<file path="src/rtl/q_func_sequencer.sv">
// q_func_sequencer: valid/ready request/response sequencer wrapped around user_logic (q_func).
// Accepts one (X, N, T) operand set per input handshake and drives it to user_logic.
// Waits a fixed LATENCY, captures Q, then presents it on a valid/ready output channel.
// Ports:
//   clk, rst_n                 clock (rising edge), asynchronous active-low reset
//   in_valid/in_ready          operand handshake; in_x/in_n/in_t are the operands
//   qf_x/qf_n/qf_t             registered operands to user_logic X/N/T
//   qf_q                       user_logic Q result
//   out_valid/out_ready/out_q  result handshake and captured result
//   busy                       high while an operation is in flight or held
//   done_count                 number of consumed results (wraps silently)
module q_func_sequencer #(
    parameter int W       = 32,
    parameter int LATENCY = 8,
    parameter int CNT_W   = 16
) (
    input  logic             clk,
    input  logic             rst_n,
    input  logic             in_valid,
    output logic             in_ready,
    input  logic [W-1:0]     in_x,
    input  logic [W-1:0]     in_n,
    input  logic [W-1:0]     in_t,
    output logic [W-1:0]     qf_x,
    output logic [W-1:0]     qf_n,
    output logic [W-1:0]     qf_t,
    input  logic [W-1:0]     qf_q,
    output logic             out_valid,
    input  logic             out_ready,
    output logic [W-1:0]     out_q,
    output logic             busy,
    output logic [CNT_W-1:0] done_count
);
    typedef enum logic [1:0] {IDLE = 2'd0, WAIT = 2'd1, HOLD = 2'd2} state_t;
    state_t     state, state_next;
    logic [7:0] cnt;
    logic       accept;
    assign accept = in_valid & in_ready;
    always_ff @(posedge clk or negedge rst_n) begin
        if (!rst_n) state <= IDLE;
        else        state <= state_next;
    end
    always_comb begin
        state_next = state;
        case (state)
            IDLE:    if (in_valid) state_next = WAIT;
            WAIT:    if (cnt == 8'd0) state_next = HOLD;
            HOLD:    if (out_ready) state_next = in_valid ? WAIT : IDLE;
            default: state_next = IDLE;
        endcase
    end
    // out_valid is exactly "in HOLD": it rises on the capture edge and falls on the handshake edge.
    always_comb begin
        in_ready  = (state == IDLE) || (state == HOLD && out_ready);
        out_valid = (state == HOLD);
        busy      = (state != IDLE);
    end
    always_ff @(posedge clk or negedge rst_n) begin
        if (!rst_n) begin
            qf_x       <= '0;
            qf_n       <= '0;
            qf_t       <= '0;
            cnt        <= 8'd0;
            out_q      <= '0;
            done_count <= '0;
        end else begin
            if (accept) begin
                qf_x <= in_x;
                qf_n <= in_n;
                qf_t <= in_t;
                cnt  <= 8'(LATENCY - 1);
            end else if (state == WAIT && cnt != 8'd0) begin
                cnt <= cnt - 8'd1;
            end
            if (state == WAIT && cnt == 8'd0) out_q <= qf_q;
            if (state == HOLD && out_ready) done_count <= done_count + CNT_W'(1);
        end
    end
endmodule

</file>
<file path="config.mk">
export PLATFORM = sky130hd
export DESIGN_NAME = q_func_sequencer
export DESIGN_NICKNAME = d
export VERILOG_FILES = /design/src/rtl/q_func_sequencer.sv
export SDC_FILE = /design/constraint.sdc
export NUM_CORES = 1
export LEC_CHECK = 0
export ABC_AREA = 1
export BUFFER_PORTS_ARGS = -buffer_cell sky130_fd_sc_hd__buf_2
export CORE_ASPECT_RATIO = 0.75
export CORE_MARGIN = 10
export CORE_UTILIZATION = 51
export DETAILED_ROUTE_END_ITERATION = 12
export PLACE_DENSITY = 0.9
export RECOVER_POWER = 50
export SLEW_MARGIN = 20
export SYNTH_ARGS = -nofsm -noshare
export SYNTH_HDL_FRONTEND = slang
export SYNTH_SLANG_ARGS = --single-unit
</file>
<file path="constraint.sdc">
create_clock -name clk -period 3.5 [get_ports clk]
set_input_delay 0.7 -clock clk [delete_from_list [all_inputs] [get_ports clk]]
set_output_delay 0.7 -clock clk [all_outputs]
set_load 0.005 [all_outputs]
</file>
# Word level (Yosys, flattened, before mapping)
# Cells that the tools add are included.
[totals] in_bits=132 elab_cells=32 register_bits=154 output_inout_bits=147
[classes] muxes=7 n_reduce_logical=10 n_addsub=2 eq_ne=5 bitwise=1
[ops] operator="adder 16 x 1 -> 16 bit, second input constant" n=1
[ops] operator="two-way mux 8 bit" n=2
[ops] operator="zero test 8 bit" n=1
[ops] operator="nonzero test 8 bit" n=1
[ops] operator="subtractor 8 x 1 -> 8 bit, second input constant" n=1
[ops] operator="two-way mux 2 bit" n=3
[ops] operator="one-hot mux 2 bit (3 select lines)" n=1
[ops] operator="!= test 2 x 1 -> 1 bit, second input constant" n=2
[ops] operator="nonzero test 2 bit" n=2
[ops] operator="logical AND 1 bit" n=3
[ops] operator="AND reduction 3 bit" n=1
[ops] operator="== test 2 x 1 -> 1 bit, second input constant" n=1
[ops] operator="== test 2 bit, second input constant" n=1
[ops] operator="zero test 2 bit" n=1
[ops] operator="!= test 2 bit, second input constant" n=1
[ops] operator="bitwise AND 1 bit" n=1
[ops] operator="logical OR 1 bit" n=1
[ops] operator="two-way mux 1 bit" n=1

# Depth between registers and ports, before layout
[logic_depth] word_depth=5 depth_mapped=9 mapped_depth_nobuf=8

# Worst setup path after synthesis
# OpenSTA, ideal clock, no wires.
[synth_timing] path_type="in2out" start="input port out_ready" end="output port in_ready" setup_slack_ps=1890 arrival_time_ps=910 stages=2 cell_sequence="nand3_4 nand2_2"
[synth_between] elab_chain_cells=2
[synth_lines] item="start: declaration" line_no="29" source="input logic out_ready,"
[synth_lines] item="logical AND 1 bit" line_no="54" source="in_ready = (state == IDLE) || (state == HOLD && out_ready);"
[synth_lines] item="logical OR 1 bit" line_no="54"
[synth_lines] item="end: declaration" line_no="20" source="output logic in_ready,"
# No other way between the ends.

# Worst setup path in the final report
[layout_timing] start="register cnt[5]" end="register out_q[0]"
[layout_between] elab_chain_cells=2
[layout_lines] item="start: declaration" line_no="36" source="logic [7:0] cnt;"
[layout_lines] item="start signal: assignment" line_no="71" source="cnt <= 8'(LATENCY - 1);"
[layout_lines] item="start signal: assignment" line_no="73" source="cnt <= cnt - 8'd1;"
[layout_lines] item="zero test 8 bit" line_no="75" source="if (state == WAIT && cnt == 8'd0) out_q <= qf_q;"
[layout_lines] item="logical AND 1 bit" line_no="75"
[layout_lines] item="end signal: assignment" line_no="75"
[layout_lines] item="end: declaration" line_no="30" source="output logic [W-1:0] out_q,"
# No other way between the ends.
# A chain may end at the register's enable or synchronous reset.

==> results.md <==
* Status: complete, but fails checks
* Failing checks: capacitance limit, slew limit
* PD cells at 892 nW/µm²
* Setup CP Type: flop to flop
* Critical R2R Capture: out_q[0]
* Ys flop type: dfrtp_1
* Max stage delay on crit path at 0.59 ns
* Hold Crit Class: input port to asynchronous set/reset pin
* Avg WL per Cell at 16.6 µm
* Drt initial violations at 312
* Placed Cells at 1,123
* Worst reg-to-reg setup slack at 1.14 ns
* Drt via density at 4.86
* Relative slew slack at -10.6%
* CTS buffer count at 17
* Mapped Area at 6220 µm²
* Crit path time final at 2.36 ns
* CTS resizes at 0
* Clock root buffer: clkbuf_16
* FF+latch count, synth at 154
* Biggest area consumer among synthesized cells: dfrtp_1
* Worst VDD drop at 547 µV
* Setup Total Neg Slack at 0 ns
* IO Port Bufs at 278
* RR Startpoint: cnt[5]
* Bufs on Longest Clock Path at 2
* Number of global-route vias before repair at 5,740
* I/O pin cnt at 279
* Die Ht at 116 µm
* Number of flops mapped to enable cells by yosys at 0
* Ys async rst share at 100%
* Detail Placement HPWL at 14.1 mm
* Worst path slowest cell: nor2_4
* M1 GR Usage at 25.3%
* DRC at 0
* GPL Wtd Cong at 0.850
* Final setup viols at 0
* Post-synth top area share at 61.9%
* M3 GR Usage at 10.7%
* Initial DRT Pass Iterations at 5
* Slew Limit Fails at 100
* Final period util at 67.4%
* GR peak layer: met2
* Top cells by count, synth: nand2_1, dfrtp_1, nand3_1
* Via count at 5,628
* Die W at 148 µm
* Total gr overflow at 0
* Avg Inst Size Synth at 8.79 µm²
* Final Non-Filler Cells at 1,158
* First-pass GRT wire length at 30.3 mm
* Core Area at 11,800 µm²
* Worst-skew pair later-pin latency at 0.41 ns
* Initial antenna violation count at 4
* Ys Warns at 0
* Clock Skew at 0.00864 ns
* Routing usage on met2 at 37.0%
* DIE AREA at 17,100 µm²
* CTS tree: built
* Worst setup endpoint: out_q[0]
* CP Data Required Time at 3.78 ns
* Worst-Margin Slew at 1.66 ns
* Gate count of the mapped netlist at 708
* Critical Path AT at 2.64 ns
* Unique cell type count in the Yosys netlist at 25
* Mapped Nets at 843
* LEAKAGE at 4.71 nW
* Final hold violations at 0
* Largest net degree at the start of global routing at 68
* Layout cells sized above 1 at 27.6%
* Most common cell in the synthesized netlist: nand2_1
* Antenna Violating Nets Remaining at 0
* Worst-path cell chain: nor2_1 > nand2_1 > nor2_4 > nand2_2 > nand2_1 > nand2_1
* Crit end category: flop
* Area growth syn-to-layout at 32.3%
* Total GRT Usage at 22.1%
* FMAX at 424 MHz
* # nets final at 1,115
* CTS Sinks at 154
* RSZ-0062 raised after global routing: no
* CP Launch Point: cnt[5]
* # H-tree levels at 4
* Post-synthesis sequential area ratio at 61.9%
* Crit start category: flop
* Most frequent CP cell: nand2_1
* Worst-path clk slew at 0.06 ns
* Hold-fix buffers, CTS at 0
* Maxcap violations at 2
* Routed WL at 19.2 mm
* Row Count at 34
* Initial Util at 52.8%
* Post-CTS setup buffers at 0
* Cell count of the worst reg-to-reg path at 6
* Crit path max fanout at 34
* Synth top area cells: dfrtp_1, nand2_1, nand3_1, buf_2, nor2_1
[area by class of cell]
| class | instances | area [µm²] |
|---|---|---|
| clock buffers | 19 | 433 |
| flip-flops and latches | 154 | 3850 |
| diodes | 3 | 7.51 |
| clock inverters | 13 | 190 |
| inverters | 20 | 75.1 |
| repair buffers | 283 | 1370 |
| multi-input cells | 504 | 2100 |
| fillers | 926 | 3550 |
| well taps | 162 | 203 |
[registers in the layout (all words and copies together), names as in the netlist]
signal,flops
done_count,16
qf_n,32
qf_x,32
state,2
out_q,32
cnt,8
qf_t,32
[placed cells by master, fill, tap and decap left out, types with 7 or more instances in the layout]
master and n:
xnor2_1 7, clkbuf_16 17, nand2_1 402, inv_1 17
buf_2 230, nand3_1 45, dfrtp_1 154, xor2_1 7
clkbuf_1 50, nand4_1 7, nor2_1 19
[power by group]
part           switching, W  leakage (nW)  internal [W]  total (W)
Sequential         0.000469          1.92       0.00256    0.00303
Combinational       0.00147          2.49      0.000928    0.00239
Clock              0.000727         0.291       0.00120    0.00193
[worst min path at each step]
stage	end	slack (ns)	depth (start not counted)
finish	done_count[10]	0.22	1
global route	done_count[10]	0.24	1
CTS	done_count[10]	0.24	1
detailed placement	out_q[13]	0.45	2
global placement	out_q[23]	0.45	2
floorplan	cnt[0]	0.40	0
[routing by layer]
| metal | routed length, µm | vias up | share of wire [%] |
|---|---|---|---|
| met3 | 2210 | 22 | 11 |
| met1 | 7280 | 2650 | 38 |
| li1 | - | 2729 | - |
| met2 | 9490 | 223 | 49 |
| met4 | 245 | 4 | 1.3 |
| met5 | 21 | - | 0.11 |
[stage by stage]
| stage | utilization [%] | setup WS [ns] | cell area (µm²) | total power [W] | hold WS [ns] |
|---|---|---|---|---|---|
| floorplan | - | 1.89 | 6220 | 0.00425 | 0.404 |
| global placement | 65.3 | 1.17 | 7700 | 0.00540 | 0.449 |
| detailed placement | 65.3 | 1.14 | 7700 | 0.00554 | 0.455 |
| CTS | 70.6 | 1.14 | 8320 | 0.00751 | 0.242 |
| global route | 69.8 | 0.898 | 8230 | 0.00791 | 0.243 |
| finish | 69.9 | 1.14 | 8240 | 0.00735 | 0.222 |
[logic make-up (layout without fill, tap and decap cells)]
logic type / count (synthesis) / after routing / share of synthesized area [%]
simple gates: 480 / 480 / 30.8
fa+ha+maj: 3 / 3 / 0.603
other cells: 0 / 3 / 0
compound gates: 7 / 7 / 0.663
buf+inv: 50 / 335 / 4.02
xor+xnor: 14 / 14 / 1.97
flops: 154 / 154 / 61.9
[critical path, delay by kind of cell, from the launching register on]
kind | cells | cell delay [ns]
simple gates | 6 | 1.82
flops | 1 | 0.42
No activity file was read; power rests on OpenSTA's default activity.
